$ cat config.mk
export PLATFORM = sky130hd
export DESIGN_NAME = btb_port_arbiter_flat
export DESIGN_NICKNAME = d
export VERILOG_FILES = /design/src/rtl/btb_port_arbiter_pkg.sv /design/src/rtl/btb_port_arbiter_if.sv /design/src/rtl/btb_update_fifo.sv /design/src/rtl/btb_port_arbiter.sv /design/src/flat_wrapper.sv
export SDC_FILE = /design/constraint.sdc
export NUM_CORES = 1
export LEC_CHECK = 0
export ABC_CLOCK_PERIOD_IN_PS = 3250
export BUFFER_PORTS_ARGS = -buffer_cell sky130_fd_sc_hd__buf_2
export CORE_MARGIN = 2
export CORE_UTILIZATION = 48
export CTS_CLUSTER_DIAMETER = 50
export DETAILED_ROUTE_END_ITERATION = 16
export PLACE_DENSITY = 0.82
export SLEW_MARGIN = 20
export SYNTH_ARGS = -nofsm -noshare
export SYNTH_HDL_FRONTEND = slang
export SYNTH_SLANG_ARGS = --single-unit
export TNS_END_PERCENT = 30
$ cat constraint.sdc
create_clock -name clk -period 3.25 [get_ports clk]
set_clock_uncertainty 0.2 [all_clocks]
set_input_delay 0.8125 -clock clk [delete_from_list [all_inputs] [get_ports clk]]
set_output_delay 0.8125 -clock clk [all_outputs]
set_load 0.005 [all_outputs]
$ cat src/rtl/btb_port_arbiter_pkg.sv
// Shared types and constants for the BTB/BP port arbiter and its update queue.
package btb_port_arbiter_pkg;

  localparam int BR_W             = 24;
  localparam int ADDR_W           = 32;
  localparam int LHT_W            = 5;
  localparam int QDEPTH_DEF       = 4;
  localparam int STARVE_LIMIT_DEF = 3;

  typedef enum logic [1:0] {
    IDLE = 2'd0,
    LKP  = 2'd1,
    UPD  = 2'd2
  } arb_state_e;

  typedef struct packed {
    logic [BR_W-1:0]   inst;
    logic [ADDR_W-1:0] taddr;
    logic              taken;
    logic              cond;
  } upd_entry_t;

  // The local-history table is indexed by the low bits of instruction[31:8].
  function automatic logic [LHT_W-1:0] lht_index(input logic [BR_W-1:0] inst);
    return inst[LHT_W-1:0];
  endfunction

endpackage

$ cat src/rtl/btb_port_arbiter_if.sv
// Fetch/execute request side and BTB/BP port side of the arbiter, bundled.
interface btb_port_arbiter_if #(
  parameter int QDEPTH = btb_port_arbiter_pkg::QDEPTH_DEF
) ();
  import btb_port_arbiter_pkg::*;

  logic                 lkp_req;
  logic [BR_W-1:0]      lkp_inst;
  logic                 lkp_cond;
  logic                 lkp_gnt;

  logic                 upd_valid;
  logic [BR_W-1:0]      upd_inst;
  logic [ADDR_W-1:0]    upd_taddr;
  logic                 upd_taken;
  logic                 upd_cond;
  logic                 upd_ready;

  logic                 btb_rd_wr;
  logic                 btb_sel;
  logic [BR_W-1:0]      btb_inst;
  logic [ADDR_W-1:0]    btb_taddr;

  logic                 bp_rd_wr;
  logic                 bp_sel;
  logic [LHT_W-1:0]     bp_lht_index;
  logic                 bp_taken;

  logic [$clog2(QDEPTH):0] q_count;

  modport master (
    output lkp_req, lkp_inst, lkp_cond,
    output upd_valid, upd_inst, upd_taddr, upd_taken, upd_cond,
    input  lkp_gnt, upd_ready,
    input  btb_rd_wr, btb_sel, btb_inst, btb_taddr,
    input  bp_rd_wr, bp_sel, bp_lht_index, bp_taken,
    input  q_count
  );

  modport slave (
    input  lkp_req, lkp_inst, lkp_cond,
    input  upd_valid, upd_inst, upd_taddr, upd_taken, upd_cond,
    output lkp_gnt, upd_ready,
    output btb_rd_wr, btb_sel, btb_inst, btb_taddr,
    output bp_rd_wr, bp_sel, bp_lht_index, bp_taken,
    output q_count
  );

endinterface

$ cat src/rtl/btb_update_fifo.sv
// Resolved-branch update queue: circular buffer, push is dropped when full.
module btb_update_fifo import btb_port_arbiter_pkg::*; #(
  parameter  int DEPTH = QDEPTH_DEF,
  localparam int PTR_W = $clog2(DEPTH),
  localparam int CNT_W = PTR_W + 1
) (
  input  logic             clk,
  input  logic             rst,
  input  logic             push,
  input  logic             pop,
  input  upd_entry_t       din,
  output upd_entry_t       dout,
  output logic             full,
  output logic             empty,
  output logic [CNT_W-1:0] count
);

  upd_entry_t       mem_q [DEPTH];
  logic [PTR_W-1:0] wr_ptr_q, wr_ptr_d;
  logic [PTR_W-1:0] rd_ptr_q, rd_ptr_d;
  logic [CNT_W-1:0] count_q, count_d;
  logic             do_push;
  logic             do_pop;

  assign full  = (count_q == CNT_W'(DEPTH));
  assign empty = (count_q == '0);
  assign count = count_q;
  assign dout  = mem_q[rd_ptr_q];

  // Fullness is judged on the registered count, so a same-cycle pop never frees a slot.
  always_comb begin
    do_push  = push && !full;
    do_pop   = pop && !empty;
    wr_ptr_d = wr_ptr_q;
    rd_ptr_d = rd_ptr_q;
    count_d  = count_q;
    if (do_push) wr_ptr_d = wr_ptr_q + PTR_W'(1);
    if (do_pop)  rd_ptr_d = rd_ptr_q + PTR_W'(1);
    if (do_push && !do_pop)      count_d = count_q + CNT_W'(1);
    else if (!do_push && do_pop) count_d = count_q - CNT_W'(1);
  end

  always_ff @(posedge clk) begin
    if (!rst) begin
      wr_ptr_q <= '0;
      rd_ptr_q <= '0;
      count_q  <= '0;
    end else begin
      wr_ptr_q <= wr_ptr_d;
      rd_ptr_q <= rd_ptr_d;
      count_q  <= count_d;
    end
  end

  // Storage is not reset; stale slots are unreachable once the pointers clear.
  always_ff @(posedge clk) begin
    if (do_push) mem_q[wr_ptr_q] <= din;
  end

endmodule

$ cat src/rtl/btb_port_arbiter.sv
// Shares one BTB/BP port between fetch lookups and queued execute-stage updates.
module btb_port_arbiter import btb_port_arbiter_pkg::*; #(
  parameter int QDEPTH       = QDEPTH_DEF,
  parameter int STARVE_LIMIT = STARVE_LIMIT_DEF
) (
  input logic               clk,
  input logic               rst,
  btb_port_arbiter_if.slave bus
);

  localparam int CNT_W = $clog2(QDEPTH) + 1;
  localparam int SV_W  = (STARVE_LIMIT < 1) ? 1 : $clog2(STARVE_LIMIT + 1);
  localparam logic [SV_W-1:0] STARVE_MAX = SV_W'(STARVE_LIMIT);

  arb_state_e        state_q, state_d;
  logic [SV_W-1:0]   starve_q, starve_d;

  logic              lkp_gnt_q, lkp_gnt_d;
  logic              btb_rd_wr_q, btb_rd_wr_d;
  logic              btb_sel_q, btb_sel_d;
  logic [BR_W-1:0]   btb_inst_q, btb_inst_d;
  logic [ADDR_W-1:0] btb_taddr_q, btb_taddr_d;
  logic              bp_rd_wr_q, bp_rd_wr_d;
  logic              bp_sel_q, bp_sel_d;
  logic [LHT_W-1:0]  bp_lht_index_q, bp_lht_index_d;
  logic              bp_taken_q, bp_taken_d;

  upd_entry_t        push_entry;
  upd_entry_t        head;
  logic              q_full;
  logic              q_empty;
  logic              q_push;
  logic              q_pop;
  logic [CNT_W-1:0]  q_cnt;

  always_comb begin
    push_entry       = '0;
    push_entry.inst  = bus.upd_inst;
    push_entry.taddr = bus.upd_taddr;
    push_entry.taken = bus.upd_taken;
    push_entry.cond  = bus.upd_cond;
  end

  assign bus.upd_ready = rst && !q_full;
  assign q_push        = bus.upd_valid && bus.upd_ready;
  assign q_pop         = (state_d == UPD);

  btb_update_fifo #(
    .DEPTH (QDEPTH)
  ) u_fifo (
    .clk   (clk),
    .rst   (rst),
    .push  (q_push),
    .pop   (q_pop),
    .din   (push_entry),
    .dout  (head),
    .full  (q_full),
    .empty (q_empty),
    .count (q_cnt)
  );

  // Arbitration looks only at pre-edge queue state; a fresh push cannot issue this edge.
  always_comb begin
    state_d = IDLE;
    if (!q_empty && (q_full || !bus.lkp_req || starve_q == STARVE_MAX)) state_d = UPD;
    else if (bus.lkp_req)                                                state_d = LKP;

    starve_d = '0;
    if (state_d == LKP && !q_empty)
      starve_d = (starve_q == STARVE_MAX) ? starve_q : starve_q + SV_W'(1);

    lkp_gnt_d      = 1'b0;
    btb_rd_wr_d    = 1'b1;
    btb_sel_d      = 1'b0;
    btb_inst_d     = '0;
    btb_taddr_d    = '0;
    bp_rd_wr_d     = 1'b1;
    bp_sel_d       = 1'b0;
    bp_lht_index_d = '0;
    bp_taken_d     = 1'b0;

    case (state_d)
      LKP: begin
        lkp_gnt_d      = 1'b1;
        btb_sel_d      = 1'b1;
        btb_inst_d     = bus.lkp_inst;
        bp_sel_d       = bus.lkp_cond;
        bp_lht_index_d = lht_index(bus.lkp_inst);
      end
      UPD: begin
        btb_sel_d      = 1'b1;
        btb_rd_wr_d    = 1'b0;
        btb_inst_d     = head.inst;
        btb_taddr_d    = head.taddr;
        bp_sel_d       = head.cond;
        bp_rd_wr_d     = 1'b0;
        bp_lht_index_d = lht_index(head.inst);
        bp_taken_d     = head.taken;
      end
      default: ;
    endcase
  end

  always_ff @(posedge clk) begin
    if (!rst) begin
      state_q        <= IDLE;
      starve_q       <= '0;
      lkp_gnt_q      <= 1'b0;
      btb_rd_wr_q    <= 1'b1;
      btb_sel_q      <= 1'b0;
      btb_inst_q     <= '0;
      btb_taddr_q    <= '0;
      bp_rd_wr_q     <= 1'b1;
      bp_sel_q       <= 1'b0;
      bp_lht_index_q <= '0;
      bp_taken_q     <= 1'b0;
    end else begin
      state_q        <= state_d;
      starve_q       <= starve_d;
      lkp_gnt_q      <= lkp_gnt_d;
      btb_rd_wr_q    <= btb_rd_wr_d;
      btb_sel_q      <= btb_sel_d;
      btb_inst_q     <= btb_inst_d;
      btb_taddr_q    <= btb_taddr_d;
      bp_rd_wr_q     <= bp_rd_wr_d;
      bp_sel_q       <= bp_sel_d;
      bp_lht_index_q <= bp_lht_index_d;
      bp_taken_q     <= bp_taken_d;
    end
  end

  assign bus.lkp_gnt      = lkp_gnt_q;
  assign bus.btb_rd_wr    = btb_rd_wr_q;
  assign bus.btb_sel      = btb_sel_q;
  assign bus.btb_inst     = btb_inst_q;
  assign bus.btb_taddr    = btb_taddr_q;
  assign bus.bp_rd_wr     = bp_rd_wr_q;
  assign bus.bp_sel       = bp_sel_q;
  assign bus.bp_lht_index = bp_lht_index_q;
  assign bus.bp_taken     = bp_taken_q;
  assign bus.q_count      = q_cnt;

endmodule

$ cat src/flat_wrapper.sv
// flat-port wrapper written by rule: the top's interface ports become plain ports
module btb_port_arbiter_flat import btb_port_arbiter_pkg::*;
#(
  parameter int QDEPTH       = QDEPTH_DEF,
  parameter int STARVE_LIMIT = STARVE_LIMIT_DEF
)
  (clk, rst, bus_lkp_req, bus_lkp_inst, bus_lkp_cond, bus_upd_valid, bus_upd_inst, bus_upd_taddr, bus_upd_taken, bus_upd_cond, bus_lkp_gnt, bus_upd_ready, bus_btb_rd_wr, bus_btb_sel, bus_btb_inst, bus_btb_taddr, bus_bp_rd_wr, bus_bp_sel, bus_bp_lht_index, bus_bp_taken, bus_q_count);
  btb_port_arbiter_if #(.QDEPTH(QDEPTH)) bus_i ();
  input logic clk;
  input logic rst;
  input wire logic [$bits(bus_i.lkp_req)-1:0] bus_lkp_req;
  input wire logic [$bits(bus_i.lkp_inst)-1:0] bus_lkp_inst;
  input wire logic [$bits(bus_i.lkp_cond)-1:0] bus_lkp_cond;
  input wire logic [$bits(bus_i.upd_valid)-1:0] bus_upd_valid;
  input wire logic [$bits(bus_i.upd_inst)-1:0] bus_upd_inst;
  input wire logic [$bits(bus_i.upd_taddr)-1:0] bus_upd_taddr;
  input wire logic [$bits(bus_i.upd_taken)-1:0] bus_upd_taken;
  input wire logic [$bits(bus_i.upd_cond)-1:0] bus_upd_cond;
  output wire logic [$bits(bus_i.lkp_gnt)-1:0] bus_lkp_gnt;
  output wire logic [$bits(bus_i.upd_ready)-1:0] bus_upd_ready;
  output wire logic [$bits(bus_i.btb_rd_wr)-1:0] bus_btb_rd_wr;
  output wire logic [$bits(bus_i.btb_sel)-1:0] bus_btb_sel;
  output wire logic [$bits(bus_i.btb_inst)-1:0] bus_btb_inst;
  output wire logic [$bits(bus_i.btb_taddr)-1:0] bus_btb_taddr;
  output wire logic [$bits(bus_i.bp_rd_wr)-1:0] bus_bp_rd_wr;
  output wire logic [$bits(bus_i.bp_sel)-1:0] bus_bp_sel;
  output wire logic [$bits(bus_i.bp_lht_index)-1:0] bus_bp_lht_index;
  output wire logic [$bits(bus_i.bp_taken)-1:0] bus_bp_taken;
  output wire logic [$bits(bus_i.q_count)-1:0] bus_q_count;
  assign bus_i.lkp_req = bus_lkp_req;
  assign bus_i.lkp_inst = bus_lkp_inst;
  assign bus_i.lkp_cond = bus_lkp_cond;
  assign bus_i.upd_valid = bus_upd_valid;
  assign bus_i.upd_inst = bus_upd_inst;
  assign bus_i.upd_taddr = bus_upd_taddr;
  assign bus_i.upd_taken = bus_upd_taken;
  assign bus_i.upd_cond = bus_upd_cond;
  assign bus_lkp_gnt = bus_i.lkp_gnt;
  assign bus_upd_ready = bus_i.upd_ready;
  assign bus_btb_rd_wr = bus_i.btb_rd_wr;
  assign bus_btb_sel = bus_i.btb_sel;
  assign bus_btb_inst = bus_i.btb_inst;
  assign bus_btb_taddr = bus_i.btb_taddr;
  assign bus_bp_rd_wr = bus_i.bp_rd_wr;
  assign bus_bp_sel = bus_i.bp_sel;
  assign bus_bp_lht_index = bus_i.bp_lht_index;
  assign bus_bp_taken = bus_i.bp_taken;
  assign bus_q_count = bus_i.q_count;
  btb_port_arbiter #(.QDEPTH(QDEPTH), .STARVE_LIMIT(STARVE_LIMIT)) u_core (.clk(clk), .rst(rst), .bus(bus_i));
endmodule
# After elaboration in Yosys (flattened, before gate mapping)
# Memories as Yosys holds them, arrays and structs flattened. A register that Yosys moved wholly into a read port is not among the register bits.
# Cells that the tools add are included.
[word_totals]
ff_bits = 75
ramBits = 232
input_bits = 87
output_inout_bits = 71
elab_cells = 56
memories = 1
[classes]
add_sub_neg = 5
eq_ne = 4
mux = 14
n_reduce_logical = 20
[mem_list]
columns = ["memory", "words", "width", "rd", "rd_ports_with_merged_regs", "write_ports", "line", "text"]
rows = [
  ["u_core.u_fifo.mem_q", 4, 58, 1, 1, 1, "btb_update_fifo.sv:18", "upd_entry_t mem_q [DEPTH];"],
]
[op_table]
columns = ["op", "count"]
rows = [
  ["$pmux 24 s2", 1],
  ["$pmux 5 s2", 1],
  ["$logic_and 1x1->1", 8],
  ["$add 2x1->2 const B", 3],
  ["$mux 1", 6],
  ["$mux 2", 3],
  ["$mux 3", 2],
  ["$logic_not 1->1", 5],
  ["$eq 2x2->1 const B", 2],
  ["$reduce_and 2->1", 2],
  ["$add 3x1->3 const B", 1],
  ["$eq 3x3->1 const B", 1],
  ["$logic_not 3->1", 1],
  ["$sub 3x1->3 const B", 1],
  ["$eq 2x1->1 const B", 1],
  ["$logic_or 1x1->1", 2],
  ["$pmux 1 s2", 1],
  ["$reduce_bool 2->1", 1],
  ["$reduce_or 2->1", 1],
]

# Logic depth before layout (Yosys ltp)
[depth]
depth_word = 10
mapped_depth = 9

# Hierarchy
# From an unflattened synthesis, not the netlist that was laid out.
[unflattened]
hier_cells = 560
area_unflattened_um2 = 11141.9
[modules_own_cells]
columns = ["mod", "instances", "cells_per_inst", "area_each_um2"]
rows = [
  ["btb_update_fifo", 1, 351, 8866.0],
  ["btb_port_arbiter", 1, 209, 2275.9],
]

# Least setup slack after synthesis
# OpenSTA, ideal clock, no wires.
[synth_timing]
kind = "input to register"
startpoint = "in rst"
endpoint = "mem u_core.u_fifo.mem_q[1][0] (netlist bit), enable pin"
setup_time_ns = 0.422
arrival_time_ns = 2.797
required_time_ns = 2.628
slack_ns = -0.169
stages = 4
cell_sequence = "inv_1 -> buf_4 -> a211oi_2 -> and2_1"
[synth_via]
elab_chain_len = 5
[synth_rtl]
columns = ["item", "line", "text"]
rows = [
  ["start, declared", "flat_wrapper.sv:10", "input logic rst;"],
  ["$logic_and 1x1->1", "btb_port_arbiter.sv:44", "assign bus.upd_ready = rst && !q_full;"],
  ["$logic_and 1x1->1", "btb_port_arbiter.sv:45", "assign q_push = bus.upd_valid && bus.upd_ready;"],
  ["$logic_and 1x1->1", "btb_update_fifo.sv:32", "do_push = push && !full;"],
  ["via u_core.u_fifo.do_push", "btb_update_fifo.sv:22", "logic do_push;"],
  ["$mux 1", "btb_update_fifo.sv:57", "if (do_push) mem_q[wr_ptr_q] <= din;"],
  ["$mux 1 (not written as such)", "btb_update_fifo.sv:57", ""],
  ["end, declared", "btb_update_fifo.sv:18", ""],
]
# The timed path passes the listed nets, and every way through them passes these cells.

# Worst setup path in the final report
[layout_timing]
startpoint = "reg u_core.u_fifo.count_q[0] (netlist: u_core.u_fifo.count[0])"
endpoint = "reg u_core.u_fifo.count_q[2] (netlist: u_core.u_fifo.count[2])"
[layout_via]
elab_chain_len = 10
word_cells_on_any_way = 22
classes_between = "add/sub (2); eq/ne (2); mux (3); reduce/logical (15)"
[layout_rtl]
columns = ["item", "line", "text"]
rows = [
  ["start, declared", "btb_update_fifo.sv:21", "logic [CNT_W-1:0] count_q, count_d;"],
  ["start signal, assigned", "btb_update_fifo.sv:51", "count_q <= count_d;"],
  ["$eq 3x3->1", "btb_update_fifo.sv:25", "assign full = (count_q == CNT_W'(DEPTH));"],
  ["$logic_or 1x1->1 (2 in series)", "btb_port_arbiter.sv:65", "if (!q_empty && (q_full || !bus.lkp_req || starve_q == STARVE_MAX)) state_d = UPD;"],
  ["$logic_and 1x1->1", "btb_port_arbiter.sv:65", ""],
  ["$mux 2", "btb_port_arbiter.sv:65", ""],
  ["$eq 2x2->1", "btb_port_arbiter.sv:46", "assign q_pop = (state_d == UPD);"],
  ["$logic_and 1x1->1", "btb_update_fifo.sv:33", "do_pop = pop && !empty;"],
  ["$logic_not 1->1", "btb_update_fifo.sv:39", "if (do_push && !do_pop) count_d = count_q + CNT_W'(1);"],
  ["$logic_and 1x1->1", "btb_update_fifo.sv:39", ""],
  ["$mux 3 / $reduce_bool 2->1 (equally long branches)", "n/a", ""],
]
# Several ways; a longest one is shown, not always the timed one. The select of a mux whose other input is x is not followed.
# A chain may end at the register's enable or synchronous reset.

==> results.json <==
{
  "setup_violations": 0,
  "hold_viol": 0,
  "grt_max_degree": 59,
  "cts_root_buf": "clkbuf_16",
  "drc": 0,
  "yosysTopAreaCellShare": 0.650,
  "fp.dieH_um": 153,
  "maxCapViolations": 0,
  "grt_pass1_wl_um": 30500,
  "grt_pass1_vias": 5511,
  "met1_usage": 0.218,
  "ys_async_sr_fraction": 0,
  "clockPowerShare": 0.365,
  "cp-start-kind": "flip-flop",
  "gp_congestion": 0.747,
  "row_count": 54,
  "cp_max_fo": 6,
  "grt_overflow": 0,
  "drtPass1Iterations": 4,
  "wl_um": 19500,
  "area_delta_synth_final_pct": 19.8,
  "ir_drop_v": 0.000452,
  "port-buffer-count": 157,
  "p_seq_frac": 0.498,
  "met3_usage": 0.0451,
  "yosys-top-cells-count": "edfxtp_1, dfxtp_1, mux4_2, and2_1, a22o_1",
  "worst_path_max_delay_cell": "dfxtp_1",
  "slowest_delay_ps": 380,
  "rsz0062_at_grt": "no",
  "hold_slack_ps": 235,
  "status": "finished, final reports clean",
  "dpl_worst_slack_ps": 337,
  "setup.worst_path.end_class": "flip-flop",
  "period_share": 0.798,
  "via_per_inst": 5.26,
  "start_util": 0.489,
  "cellPowerDensity_nw_per_um2": 746,
  "track_usage": 0.166,
  "hold_path_class": "reg2reg",
  "p_int_mw": 7.39,
  "cts_resized": 0,
  "slew_headroom": 0.408,
  "hold_buffers": 0,
  "cp_cell_sequence": "nor2_4, mux2i_4, ha_1, inv_1, fa_1, xor2_1, or3_1, a21oi_1",
  "h-tree-depth": 1,
  "core_area_um2": 21900,
  "p_leak_nw": 4.63,
  "yosysTopAreaCell": "edfxtp_1",
  "nets": 761,
  "synthFlopType": "edfxtp_1",
  "power.switching_mw": 2.19,
  "die_area_um2": 23500,
  "layout-drive-gt1-share": 0.414,
  "worstPathRequired_ps": 3520,
  "crit_arrival_ps": 2860,
  "ys_warn_count": 0,
  "synthesis.area_um2": 10700,
  "max_slew.worst_pin.slew_ps": 888,
  "yosysSeqAreaShare": 0.785,
  "fillers": 1610,
  "crit_buf_inv": 1,
  "ant_nets": 0,
  "period_needed_ps": 2590,
  "top_usage_layer": "met2",
  "cts_buffer_depth": 3,
  "ioPinCount": 158,
  "max_freq_ghz": 0.386,
  "syn_inst": 498,
  "path_delay_family": "adder cells",
  "avgSynthCellArea_um2": 21.5,
  "slew_viol_final": 0,
  "dr.first_iter.drc_count": 295,
  "ys_seq_elements": 304,
  "syn_nets": 592,
  "fin_util": 0.586,
  "synth_area_leaders": "edfxtp_1, dfxtp_1, mux4_2",
  "cts_buffers": 30,
  "yosysMostFrequentCell": "edfxtp_1",
  "clkSinkCount": 304,
  "setup_slack_ps": 656,
  "avgRoutedWirePerCell_um": 20.0,
  "worstSkewPairLatency_ps": 540,
  "netSwitchingFraction": 0.229,
  "cts_setup_buffers": 0,
  "critPathKind": "reg2reg",
  "dieWidth_um": 153,
  "p_comb_frac": 0.137,
  "globalRouteMet2Util": 0.282,
  "clk_pin_slew_ps": 60,
  "num_vias": 5121,
  "dpl.hpwl_um": 11400,
  "antenna_found_initial": 5,
  "synth.distinct_cells": 30,
  "cts_tree": "yes",
  "synth_edf_count": 232
}
==> sequential cells by signal, indices dropped and copies added (netlist names), named ones only <==
name and count:
u_core.bus.bp_lht_index 4, u_core.bus.bp_sel 1, u_core.bus.bp_taken 1, u_core.bus.btb_inst 20
u_core.bus.btb_rd_wr 1, u_core.bus.btb_sel 1, u_core.bus.btb_taddr 32, u_core.bus.lkp_gnt 1
u_core.starve_q 2, u_core.u_fifo.count 3, u_core.u_fifo.mem_q 232, u_core.u_fifo.rd_ptr_q 2
u_core.u_fifo.wr_ptr_q 2
==> cells in the final DEF, fill, tap and decap left out, types with 3 or more instances in the layout <==
cell and count:
edfxtp_1 232, buf_2 157, dfxtp_1 70, mux4_2 58
and2_1 33, clkbuf_16 31, a22o_1 25, inv_1 7
clkinv_2 7, nor2_1 6, ha_1 6, clkbuf_8 6
buf_12 5, and2_4 4, clkinv_1 4, buf_4 4
diode_2 3, clkinvlp_4 3, bufinv_16 3
==> stage by stage <==
step	setup TNS [ps]	power [mW]	cells	cell area [um^2]
after detailed placement	0	6.20	915	11800
after global placement	0	6.14	915	11800
final	0	9.58	974	12800
after floorplan	-19500	5.71	498	10700
after global routing	0	9.98	971	12800
after CTS	0	9.69	971	12800
==> worst register-to-register path: stages (launching register included) <==
cell and delay (ps):
dfxtp_1 380, nor2_4 260, mux2i_4 380, ha_1 250, inv_1 60, fa_1 370
xor2_1 180, or3_1 310, a21oi_1 130
==> final timing paths <==
check | slack [ps] | startpoint | depth (start not counted) | end
worst max-delay path | 660 | u_core.u_fifo.count[0]$_SDFFE_PN0P_ | 8 | u_core.u_fifo.count[2]$_SDFFE_PN0P_
worst min-delay path | 240 | u_core.starve_q[0]$_SDFFE_PN0N_ | 1 | u_core.starve_q[0]$_SDFFE_PN0N_
worst max register to register | 660 | u_core.u_fifo.count[0]$_SDFFE_PN0P_ | 8 | u_core.u_fifo.count[2]$_SDFFE_PN0P_
worst min register to register | 240 | u_core.starve_q[0]$_SDFFE_PN0N_ | 1 | u_core.starve_q[0]$_SDFFE_PN0N_
==> power groups by stage <==
| stage | registers (mW) | clock network (mW) | logic (mW) |
|---|---|---|---|
| after floorplan | 4.75 | 0 | 0.957 |
| after global placement | 4.84 | 0 | 1.30 |
| after detailed placement | 4.86 | 0 | 1.34 |
| after CTS | 4.78 | 3.56 | 1.35 |
| after global routing | 4.82 | 3.71 | 1.44 |
| final | 4.77 | 3.49 | 1.32 |
==> final cells by class <==
class,count,area (um^2),area share
antenna,3,7.51,0.000585
clock buffer,38,862,0.0672
clock inverter,18,171,0.0134
inverter,7,26.3,0.00205
multi-input combinational,158,2090,0.163
sequential,304,8420,0.656
tap,280,350,0.0273
timing repair buffer,166,916,0.0714
==> layer usage <==
metal  part of all wire  vias to the layer above
li1                   -                     2331
met1               0.42                     2599
met2               0.49                      152
met3              0.071                       33
met4              0.015                        6
met5             0.0021                        -
==> kinds of logic (layout without fill, tap and decap cells) <==
family                     count (synthesis)  in the layout  share of synthesized area
AOI/OAI and AO/OA                         34             34                     0.0264
xor gates and xnor gates                   4              4                    0.00327
adders and majority gates                  7              7                    0.00888
buffers and inverters                     36            229                     0.0213
DFF                                      304            304                      0.785
muxes                                     60             60                      0.125
other                                      0              3                          0
and+or+nand+nor                           53             53                     0.0303
Power figures use the tool's default switching activity.
